<file path="src/rtl/dmem_host_port_if.sv">
// Host byte stream and dmem port bundle for dmem_host_port.
// master = the port block itself, slave = host/testbench and memory side.
interface dmem_host_port_if #(
  parameter int AW = 8,
  parameter int DW = 8
);
  // Both streams use valid/ready: a transfer happens in every cycle where
  // valid and ready are both high at the rising clock edge. The producer
  // keeps data stable while valid is high and ready is low.
  logic          in_valid;
  logic [DW-1:0] in_data;
  logic          in_ready;
  logic          out_valid;
  logic [DW-1:0] out_data;
  logic          out_ready;
  logic          dm_we;
  logic [AW-1:0] dm_addr;
  logic [DW-1:0] dm_di;
  logic [DW-1:0] dm_dout;

  modport master (
    input  in_valid, in_data, out_ready, dm_dout,
    output in_ready, out_valid, out_data, dm_we, dm_addr, dm_di
  );

  modport slave (
    output in_valid, in_data, out_ready, dm_dout,
    input  in_ready, out_valid, out_data, dm_we, dm_addr, dm_di
  );
endinterface

</file>
<file path="src/rtl/dmem_host_port.sv">
// Host-side data-memory loader/unloader: loads an image with the core held in
// reset, runs the core until done (or timeout), then dumps a dmem window.
module dmem_host_port #(
  parameter int AW        = 8,
  parameter int DW        = 8,
  parameter int RUN_GUARD = 2,
  parameter int TIMEOUT   = 65535
) (
  input  logic           clk,
  input  logic           reset,
  input  logic           start,
  input  logic [AW-1:0]  cfg_load_len,
  input  logic [AW-1:0]  cfg_dump_base,
  input  logic [AW-1:0]  cfg_dump_len,
  dmem_host_port_if.master bus,
  output logic           cpu_reset,
  input  logic           cpu_done,
  output logic           busy,
  output logic           timeout,
  output logic           finished,
  output logic [1:0]     dbg_state_o
);

  localparam logic [1:0] S_IDLE = 2'd0;
  localparam logic [1:0] S_LOAD = 2'd1;
  localparam logic [1:0] S_RUN  = 2'd2;
  localparam logic [1:0] S_DUMP = 2'd3;

  logic [1:0]    state_q, state_d;
  logic [AW-1:0] idx_q, idx_d;
  logic [15:0]   run_cnt_q, run_cnt_d;
  logic [AW-1:0] load_len_q, load_len_d;
  logic [AW-1:0] dump_base_q, dump_base_d;
  logic [AW-1:0] dump_len_q, dump_len_d;
  logic          timeout_q, timeout_d;
  logic          finished_q, finished_d;

  logic load_hs, dump_hs, done_ok, expired;

  assign load_hs = (state_q == S_LOAD) && bus.in_valid;
  assign dump_hs = (state_q == S_DUMP) && bus.out_ready;
  assign done_ok = cpu_done && (run_cnt_q >= 16'(RUN_GUARD));
  // The run is aborted at the end of its TIMEOUT-th cycle.
  assign expired = (run_cnt_q == 16'(TIMEOUT - 1));

  always_comb begin
    state_d     = state_q;
    idx_d       = idx_q;
    run_cnt_d   = run_cnt_q;
    load_len_d  = load_len_q;
    dump_base_d = dump_base_q;
    dump_len_d  = dump_len_q;
    timeout_d   = timeout_q;
    finished_d  = 1'b0;
    case (state_q)
      S_IDLE: begin
        if (start) begin
          load_len_d  = cfg_load_len;
          dump_base_d = cfg_dump_base;
          dump_len_d  = cfg_dump_len;
          timeout_d   = 1'b0;
          idx_d       = '0;
          run_cnt_d   = '0;
          state_d     = (cfg_load_len != '0) ? S_LOAD : S_RUN;
        end
      end
      S_LOAD: begin
        if (load_hs) begin
          if (idx_q == load_len_q - 1'b1) begin
            idx_d     = '0;
            run_cnt_d = '0;
            state_d   = S_RUN;
          end else begin
            idx_d = idx_q + 1'b1;
          end
        end
      end
      S_RUN: begin
        run_cnt_d = run_cnt_q + 16'd1;
        if (done_ok || expired) begin
          if (!done_ok) timeout_d = 1'b1;
          idx_d      = '0;
          state_d    = (dump_len_q != '0) ? S_DUMP : S_IDLE;
          finished_d = (dump_len_q == '0);
        end
      end
      default: begin
        if (dump_hs) begin
          if (idx_q == dump_len_q - 1'b1) begin
            idx_d      = '0;
            state_d    = S_IDLE;
            finished_d = 1'b1;
          end else begin
            idx_d = idx_q + 1'b1;
          end
        end
      end
    endcase
  end

  always_ff @(posedge clk or posedge reset) begin
    if (reset) begin
      state_q     <= S_IDLE;
      idx_q       <= '0;
      run_cnt_q   <= '0;
      load_len_q  <= '0;
      dump_base_q <= '0;
      dump_len_q  <= '0;
      timeout_q   <= 1'b0;
      finished_q  <= 1'b0;
    end else begin
      state_q     <= state_d;
      idx_q       <= idx_d;
      run_cnt_q   <= run_cnt_d;
      load_len_q  <= load_len_d;
      dump_base_q <= dump_base_d;
      dump_len_q  <= dump_len_d;
      timeout_q   <= timeout_d;
      finished_q  <= finished_d;
    end
  end

  // Memory-side outputs are decoded from the current state so the load write
  // and the dump read both happen in the handshake cycle itself.
  always_comb begin
    bus.in_ready  = 1'b0;
    bus.out_valid = 1'b0;
    bus.out_data  = '0;
    bus.dm_we     = 1'b0;
    bus.dm_addr   = '0;
    bus.dm_di     = '0;
    case (state_q)
      S_LOAD: begin
        bus.in_ready = 1'b1;
        bus.dm_addr  = idx_q;
        if (bus.in_valid) begin
          bus.dm_we = 1'b1;
          bus.dm_di = bus.in_data;
        end
      end
      S_DUMP: begin
        bus.out_valid = 1'b1;
        bus.dm_addr   = dump_base_q + idx_q;
        bus.out_data  = bus.dm_dout;
      end
      default: ;
    endcase
  end

  assign cpu_reset   = (state_q != S_RUN);
  assign busy        = (state_q != S_IDLE);
  assign timeout     = timeout_q;
  assign finished    = finished_q;
  assign dbg_state_o = state_q;

endmodule
</file>
<file path="src/flat_wrapper.sv">
// flat-port wrapper written by rule: the top's interface ports become plain ports
module dmem_host_port_flat 
#(
  parameter int AW        = 8,
  parameter int DW        = 8,
  parameter int RUN_GUARD = 2,
  parameter int TIMEOUT   = 65535
)
  (clk, reset, start, cfg_load_len, cfg_dump_base, cfg_dump_len, cpu_reset, cpu_done, busy, timeout, finished, dbg_state_o, bus_in_valid, bus_in_data, bus_out_ready, bus_dm_dout, bus_in_ready, bus_out_valid, bus_out_data, bus_dm_we, bus_dm_addr, bus_dm_di);
  dmem_host_port_if #(.AW(AW), .DW(DW)) bus_i ();
  input  logic clk;
  input  logic reset;
  input  logic start;
  input  logic [AW-1:0] cfg_load_len;
  input  logic [AW-1:0] cfg_dump_base;
  input  logic [AW-1:0] cfg_dump_len;
  output logic cpu_reset;
  input  logic cpu_done;
  output logic busy;
  output logic timeout;
  output logic finished;
  output logic [1:0] dbg_state_o;
  input wire logic [$bits(bus_i.in_valid)-1:0] bus_in_valid;
  input wire logic [$bits(bus_i.in_data)-1:0] bus_in_data;
  input wire logic [$bits(bus_i.out_ready)-1:0] bus_out_ready;
  input wire logic [$bits(bus_i.dm_dout)-1:0] bus_dm_dout;
  output wire logic [$bits(bus_i.in_ready)-1:0] bus_in_ready;
  output wire logic [$bits(bus_i.out_valid)-1:0] bus_out_valid;
  output wire logic [$bits(bus_i.out_data)-1:0] bus_out_data;
  output wire logic [$bits(bus_i.dm_we)-1:0] bus_dm_we;
  output wire logic [$bits(bus_i.dm_addr)-1:0] bus_dm_addr;
  output wire logic [$bits(bus_i.dm_di)-1:0] bus_dm_di;
  assign bus_i.in_valid = bus_in_valid;
  assign bus_i.in_data = bus_in_data;
  assign bus_i.out_ready = bus_out_ready;
  assign bus_i.dm_dout = bus_dm_dout;
  assign bus_in_ready = bus_i.in_ready;
  assign bus_out_valid = bus_i.out_valid;
  assign bus_out_data = bus_i.out_data;
  assign bus_dm_we = bus_i.dm_we;
  assign bus_dm_addr = bus_i.dm_addr;
  assign bus_dm_di = bus_i.dm_di;
  dmem_host_port #(.AW(AW), .DW(DW), .RUN_GUARD(RUN_GUARD), .TIMEOUT(TIMEOUT)) u_core (.clk(clk), .reset(reset), .start(start), .cfg_load_len(cfg_load_len), .cfg_dump_base(cfg_dump_base), .cfg_dump_len(cfg_dump_len), .bus(bus_i), .cpu_reset(cpu_reset), .cpu_done(cpu_done), .busy(busy), .timeout(timeout), .finished(finished), .dbg_state_o(dbg_state_o));
endmodule
</file>
<file path="config.mk">
export PLATFORM = sky130hd
export DESIGN_NAME = dmem_host_port_flat
export DESIGN_NICKNAME = d
export VERILOG_FILES = /design/src/rtl/dmem_host_port_if.sv /design/src/rtl/dmem_host_port.sv /design/src/flat_wrapper.sv
export SDC_FILE = /design/constraint.sdc
export NUM_CORES = 1
export LEC_CHECK = 0
export CAP_MARGIN = 20
export CORE_AREA = 8 8 93 95
export DETAILED_ROUTE_END_ITERATION = 8
export DIE_AREA = 0 0 101 103
export PLACE_DENSITY_LB_ADDON = 0.05
export SLEW_MARGIN = 0
export SYNTH_ARGS = -nofsm -noshare
export SYNTH_HDL_FRONTEND = slang
export SYNTH_SLANG_ARGS = --single-unit
</file>
<file path="constraint.sdc">
create_clock -name clk -period 3 [get_ports clk]
set_input_delay 0.6 -clock clk [delete_from_list [all_inputs] [get_ports clk]]
set_output_delay 0.6 -clock clk [all_outputs]
set_load 0.01 [all_outputs]
</file>
## Word level (Yosys, flattened, before mapping)

Index checks and enable logic that the tools add are counted.

- Register bits: 52
- Input bits: 46
- Output and inout port bits: 33
- Word-level logic and storage cells: 81

- Add/subtract/negate cells: 5
- Magnitude comparators: 1
- Equal/unequal tests: 12
- Mux-type cells: 36
- Reductions and logical operators: 19

Operators by type and width:

| cell | number |
|---|---|
| 8-bit 2-to-1 mux | 9 |
| 16-bit 2-to-1 mux | 3 |
| 16-bit one-hot mux with 3 select lines | 1 |
| 8-bit one-hot mux with 3 select lines | 1 |
| 16-bit by 1-bit adder with 16-bit output (second input constant) | 1 |
| 16-bit == test (second input constant) | 1 |
| 8-bit == test | 2 |
| 16-bit by 2-bit >= comparator with 1-bit output (second input constant) | 1 |
| 2-bit 2-to-1 mux | 8 |
| 8-bit one-hot mux with 2 select lines | 1 |
| 8-bit nonzero test | 2 |
| 8-bit by 1-bit subtractor with 8-bit output (second input constant) | 2 |
| 4-bit AND reduction | 3 |
| 1-bit 2-to-1 mux | 10 |
| 8-bit by 1-bit adder with 8-bit output (second input constant) | 1 |
| 8-bit adder | 1 |
| 8-bit zero test | 1 |
| 2-bit inequality test (second input constant) | 4 |
| 4-bit nonzero test | 2 |
| 2-bit one-hot mux with 3 select lines | 1 |
| 6-bit AND reduction | 1 |
| 2-bit == test (second input constant) | 2 |
| 2-bit by 1-bit inequality test with 1-bit output (second input constant) | 2 |
| 1-bit one-hot mux with 2 select lines | 2 |
| 8 further kinds | 11 |

## Depth between registers and ports, before layout

- Depth in word-level cells: 5
- Mapped depth: 12
- Gate-level depth less buffers: 9

## Least setup slack after synthesis

Ideal clock, no wire load.

- Path type: reg2out
- Start: register u_core.idx_q[1]
- End: output bus_dm_addr[7]
- Arrival: 2.198 ns
- Data required time: 2.400 ns
- Slack: 0.202 ns
- Cell stages (with the launch flop): 9
- Path buffers: 0
- Cells stage by stage: dfrtp_1 -> ha_1 -> a21o_1 -> a21oi_1 -> o21bai_1 -> a2111oi_0 -> or3_1 -> mux2i_1 -> mux2i_1

- Longest elaborated chain between the ends: 2

Ends and longest elaborated chain:

| what | line | RTL |
|---|---|---|
| start: declaration | dmem_host_port.sv:30 | `logic [AW-1:0] idx_q, idx_d;` |
| start signal: assignment | dmem_host_port.sv:113 | `idx_q <= idx_d;` |
| 8-bit adder | dmem_host_port.sv:143 | `bus.dm_addr = dump_base_q + idx_q;` |
| 8-bit one-hot mux with 2 select lines | dmem_host_port.sv:132 | `case (state_q)` |
| end: declaration | flat_wrapper.sv:31 | `output wire logic [$bits(bus_i.dm_addr)-1:0] bus_dm_addr;` |

No other way between the ends.

## Worst setup path in the final report

- Start: register u_core.dump_base_q[1]
- End: output bus_dm_addr[7]

- Longest elaborated chain between the ends: 2

Ends and longest elaborated chain:

| what | line | RTL |
|---|---|---|
| start: declaration | dmem_host_port.sv:33 | `logic [AW-1:0] dump_base_q, dump_base_d;` |
| start signal: assignment | dmem_host_port.sv:116 | `dump_base_q <= dump_base_d;` |
| 8-bit adder | dmem_host_port.sv:143 |  |
| 8-bit one-hot mux with 2 select lines | dmem_host_port.sv:132 |  |

No other way between the ends.

==> metrics.yaml <==
power_switching_w: 0.00199
htreeDepth: 2
wire_per_inst_um: 16.1
violations: "setup timing"
syn_area_per_cell_um2: 8.83
post-route-period-util: 1.07
die_w_um: 101
drt_iter0_drc: 103
synthCells: 405
n_antenna_cell: 0
drive_above_1_share: 0.140
grt_pass1_vias: 3116
vias: 3266
comb_power_share: 0.604
die_height_um: 103
powerDensity_nw_per_um2: 992
cts_made_buffers: 5
vdd_drop_max_mv: 0.723
grt_max_degree: 53
synth-edff-count: 0
syn-num-nets: 465
yosysUniqueCellTypes: 52
clkSlewWorstSetupHoldPaths_ns: 0.09
fmax_ghz: 0.312
synth_top_cell_area_share: 0.364
critPathKind: "reg -> out"
rsz0062_at_grt: "true"
hold_path.class: "reg -> reg"
numPlacedInstances: 581
async_flop_share: 1.00
cp_max_fo: 2
power_frac_clock: 0.113
cts_buffer_depth: 2
fin_skew_ns: 0.0111
syn_area_um2: 3580
arrival_ns: 2.60
slew_headroom: 0.558
cts_hold_buf: 0
yosys_warnings: 0
ios: 79
clk_latency_ns: 0.31
stdcell_count: 591
synthTopCellsByArea: "dfrtp_1 (36%), mux2_2 (6.3%), ha_1 (4.5%)"
dr.pass1.iters: 4
p_int_w: 0.00267
gp_congestion: 0.866
ys_seq_area_frac: 0.364
io_buffers: 78
postRouteAntennaNets: 0
dp.final_hpwl_um: 7420
place_ws_ns: -0.367
grt_pass1_wl_um: 15600
post-synth-top-area-cell: "dfrtp_1"
antenna_found_initial: 0
clock_sinks: 52
fin_ws_ns: -0.200
ys_ff_latch: 52
fill_cells: 611
fin_crit_ns: 3.20
utilization: 0.658
endpoint_kind: "output pin"
setup_violations: 1
p_sw_frac: 0.427
hold_viol_final: 0
drv_slew: 0
critPathRequiredTime_ns: 2.40
worstSetupStartpointType: "flip-flop"
cts_tree: "done"
drc: 0
die-area_um2: 10400
nets: 551
maxCapViolations: 0
row_count: 31
sequentialPowerShare: 0.283
worstMarginPinSlew_ns: 0.664
start_util: 0.501
grt-ovfl-total: 0
grt_use_total: 0.187
run_status: "complete, but fails checks"
fp.coreArea_um2: 7140
wl_um: 9530
root_buffer: "clkbuf_8"
hold_ws_ns: 0.536
area_delta_synth_final_pct: 31.3
synth_flop_cell: "dfrtp_1"
leakage_nw: 2.07
viasPerCell: 5.53
-- cell usage in the layout, fill, tap and decap left out, types with 3 or more instances in the layout --
cell type	Yosys	routed
inv_1	23	22
a21o_1	3	3
dfrtp_1	52	52
or4_1	6	6
nand3b_1	3	3
mux2i_1	7	7
xnor2_1	17	17
buf_4	1	25
ha_1	13	12
nor2_1	36	36
mux2_2	20	20
nor3_1	7	7
clkdlybuf4s50_1	0	72
a31oi_1	7	7
nand2_1	29	29
clkbuf_8	0	7
and3_1	22	22
xor2_1	11	11
o21ai_0	19	19
and2_1	6	6
nor4_1	6	6
nand3_1	17	17
o31ai_1	9	9
a211oi_1	3	3
nand4_1	6	6
a21oi_1	22	20
o22ai_1	6	6
-- synth_stat cells, types with 7 or more instances --
| library cell | instances |
|---|---|
| and3_1 | 22 |
| nand2_1 | 29 |
| a21oi_1 | 22 |
| nor3_1 | 7 |
| o21ai_0 | 19 |
| xor2_1 | 11 |
| ha_1 | 13 |
| o31ai_1 | 9 |
| nor2_1 | 36 |
| clkbuf_1 | 14 |
| mux2_2 | 20 |
| dfrtp_1 | 52 |
| a31oi_1 | 7 |
| xnor2_1 | 17 |
| mux2i_1 | 7 |
| inv_1 | 23 |
| nand3_1 | 17 |
-- state kept, by name, indices dropped and copies added, names as in the netlist --
register            flops
u_core.run_cnt_q       16
u_core.dump_base_q      8
u_core.dump_len_q       8
u_core.idx_q            8
u_core.load_len_q       8
u_core.dbg_state_o      2
u_core.finished         1
u_core.timeout          1
-- cell type report --
class | count | area, um^2 | area share
tap | 99 | 124 | 0.0264
clock buffer | 7 | 96.3 | 0.0205
clock inverter | 1 | 30.0 | 0.00639
sequential | 52 | 1300 | 0.277
multi-input combinational | 306 | 2100 | 0.448
timing repair buffer | 103 | 953 | 0.203
inverter | 23 | 86.3 | 0.0184
-- repair_timing --
item                       CTS  global route
setup endpoints to repair    5            10
pin swaps                    5             5
resized for setup           15             7
buffers inserted             1             1
-- logic make-up (layout without fill, tap and decap cells) --
kind of cell | after synthesis | count (layout) | share of synthesized area
AND/OR/NAND/NOR | 150 | 150 | 0.218
XOR/XNOR | 28 | 28 | 0.0686
multiplexers | 27 | 27 | 0.0826
adder cells (fa/ha/maj) | 14 | 14 | 0.0511
flip-flops | 52 | 52 | 0.364
AO/OA/AOI/OAI | 87 | 87 | 0.159
buffers and inverters | 47 | 134 | 0.0563
-- metal layers --
metal | up-vias | wire [um] | track usage
met2 | 92 | 4550 | 0.322
met1 | 1538 | 4320 | 0.234
met4 | 0 | 113 | 0.0504
met5 | - | 0 | 0
met3 | 8 | 544 | 0.0351
li1 | 1628 | - | -
-- power groups by stage --
stage | clock network [W] | registers [W] | logic (W)
floorplan | 0 | 0.00123 | 0.00187
global placement | 0 | 0.00132 | 0.00276
detailed placement | 0 | 0.00133 | 0.00281
CTS | 0.000544 | 0.00132 | 0.00281
global route | 0.000577 | 0.00137 | 0.00312
finish | 0.000524 | 0.00132 | 0.00281
-- through the flow --
| step | area (um^2) | TNS, ns | power, W |
|---|---|---|---|
| after detailed placement | 4540 | -0.444 | 0.00414 |
| final | 4700 | -0.200 | 0.00466 |
| after global placement | 4540 | -0.351 | 0.00408 |
| after CTS | 4680 | -0.160 | 0.00468 |
| after floorplan | 3580 | 0 | 0.00310 |
| after global routing | 4700 | -0.343 | 0.00506 |
-- final timing paths --
kind                            cells after the start                         startpoint                                 to  slack [ns]
worst max-delay path                                9  u_core.dump_base_q[1]$_DFFE_PP0P_                     bus_dm_addr[7]       -0.20
worst min register to register                      1  u_core.dump_base_q[6]$_DFFE_PP0P_  u_core.dump_base_q[6]$_DFFE_PP0P_        0.54
worst min-delay path                                1  u_core.dump_base_q[6]$_DFFE_PP0P_  u_core.dump_base_q[6]$_DFFE_PP0P_        0.54
min in group asynchronous                           3                              reset  u_core.dump_base_q[5]$_DFFE_PP0P_        0.78
max in group asynchronous                           3                              reset        u_core.idx_q[7]$_DFFE_PP0P_        1.78
worst max register to register                      9   u_core.load_len_q[0]$_DFFE_PP0P_   u_core.run_cnt_q[15]$_DFFE_PP0P_        0.21
-- worst max-delay path, stage by stage (launching register included) --
cell and delay, ns:
dfrtp_1 0.40, ha_1 0.30, a21o_1 0.19, a21oi_2 0.20, o21bai_2 0.10, a2111oi_2 0.35
or3_1 0.18, mux2i_1 0.22, mux2i_1 0.20, buf_2 0.15
No activity file was read; power rests on OpenSTA's default activity.
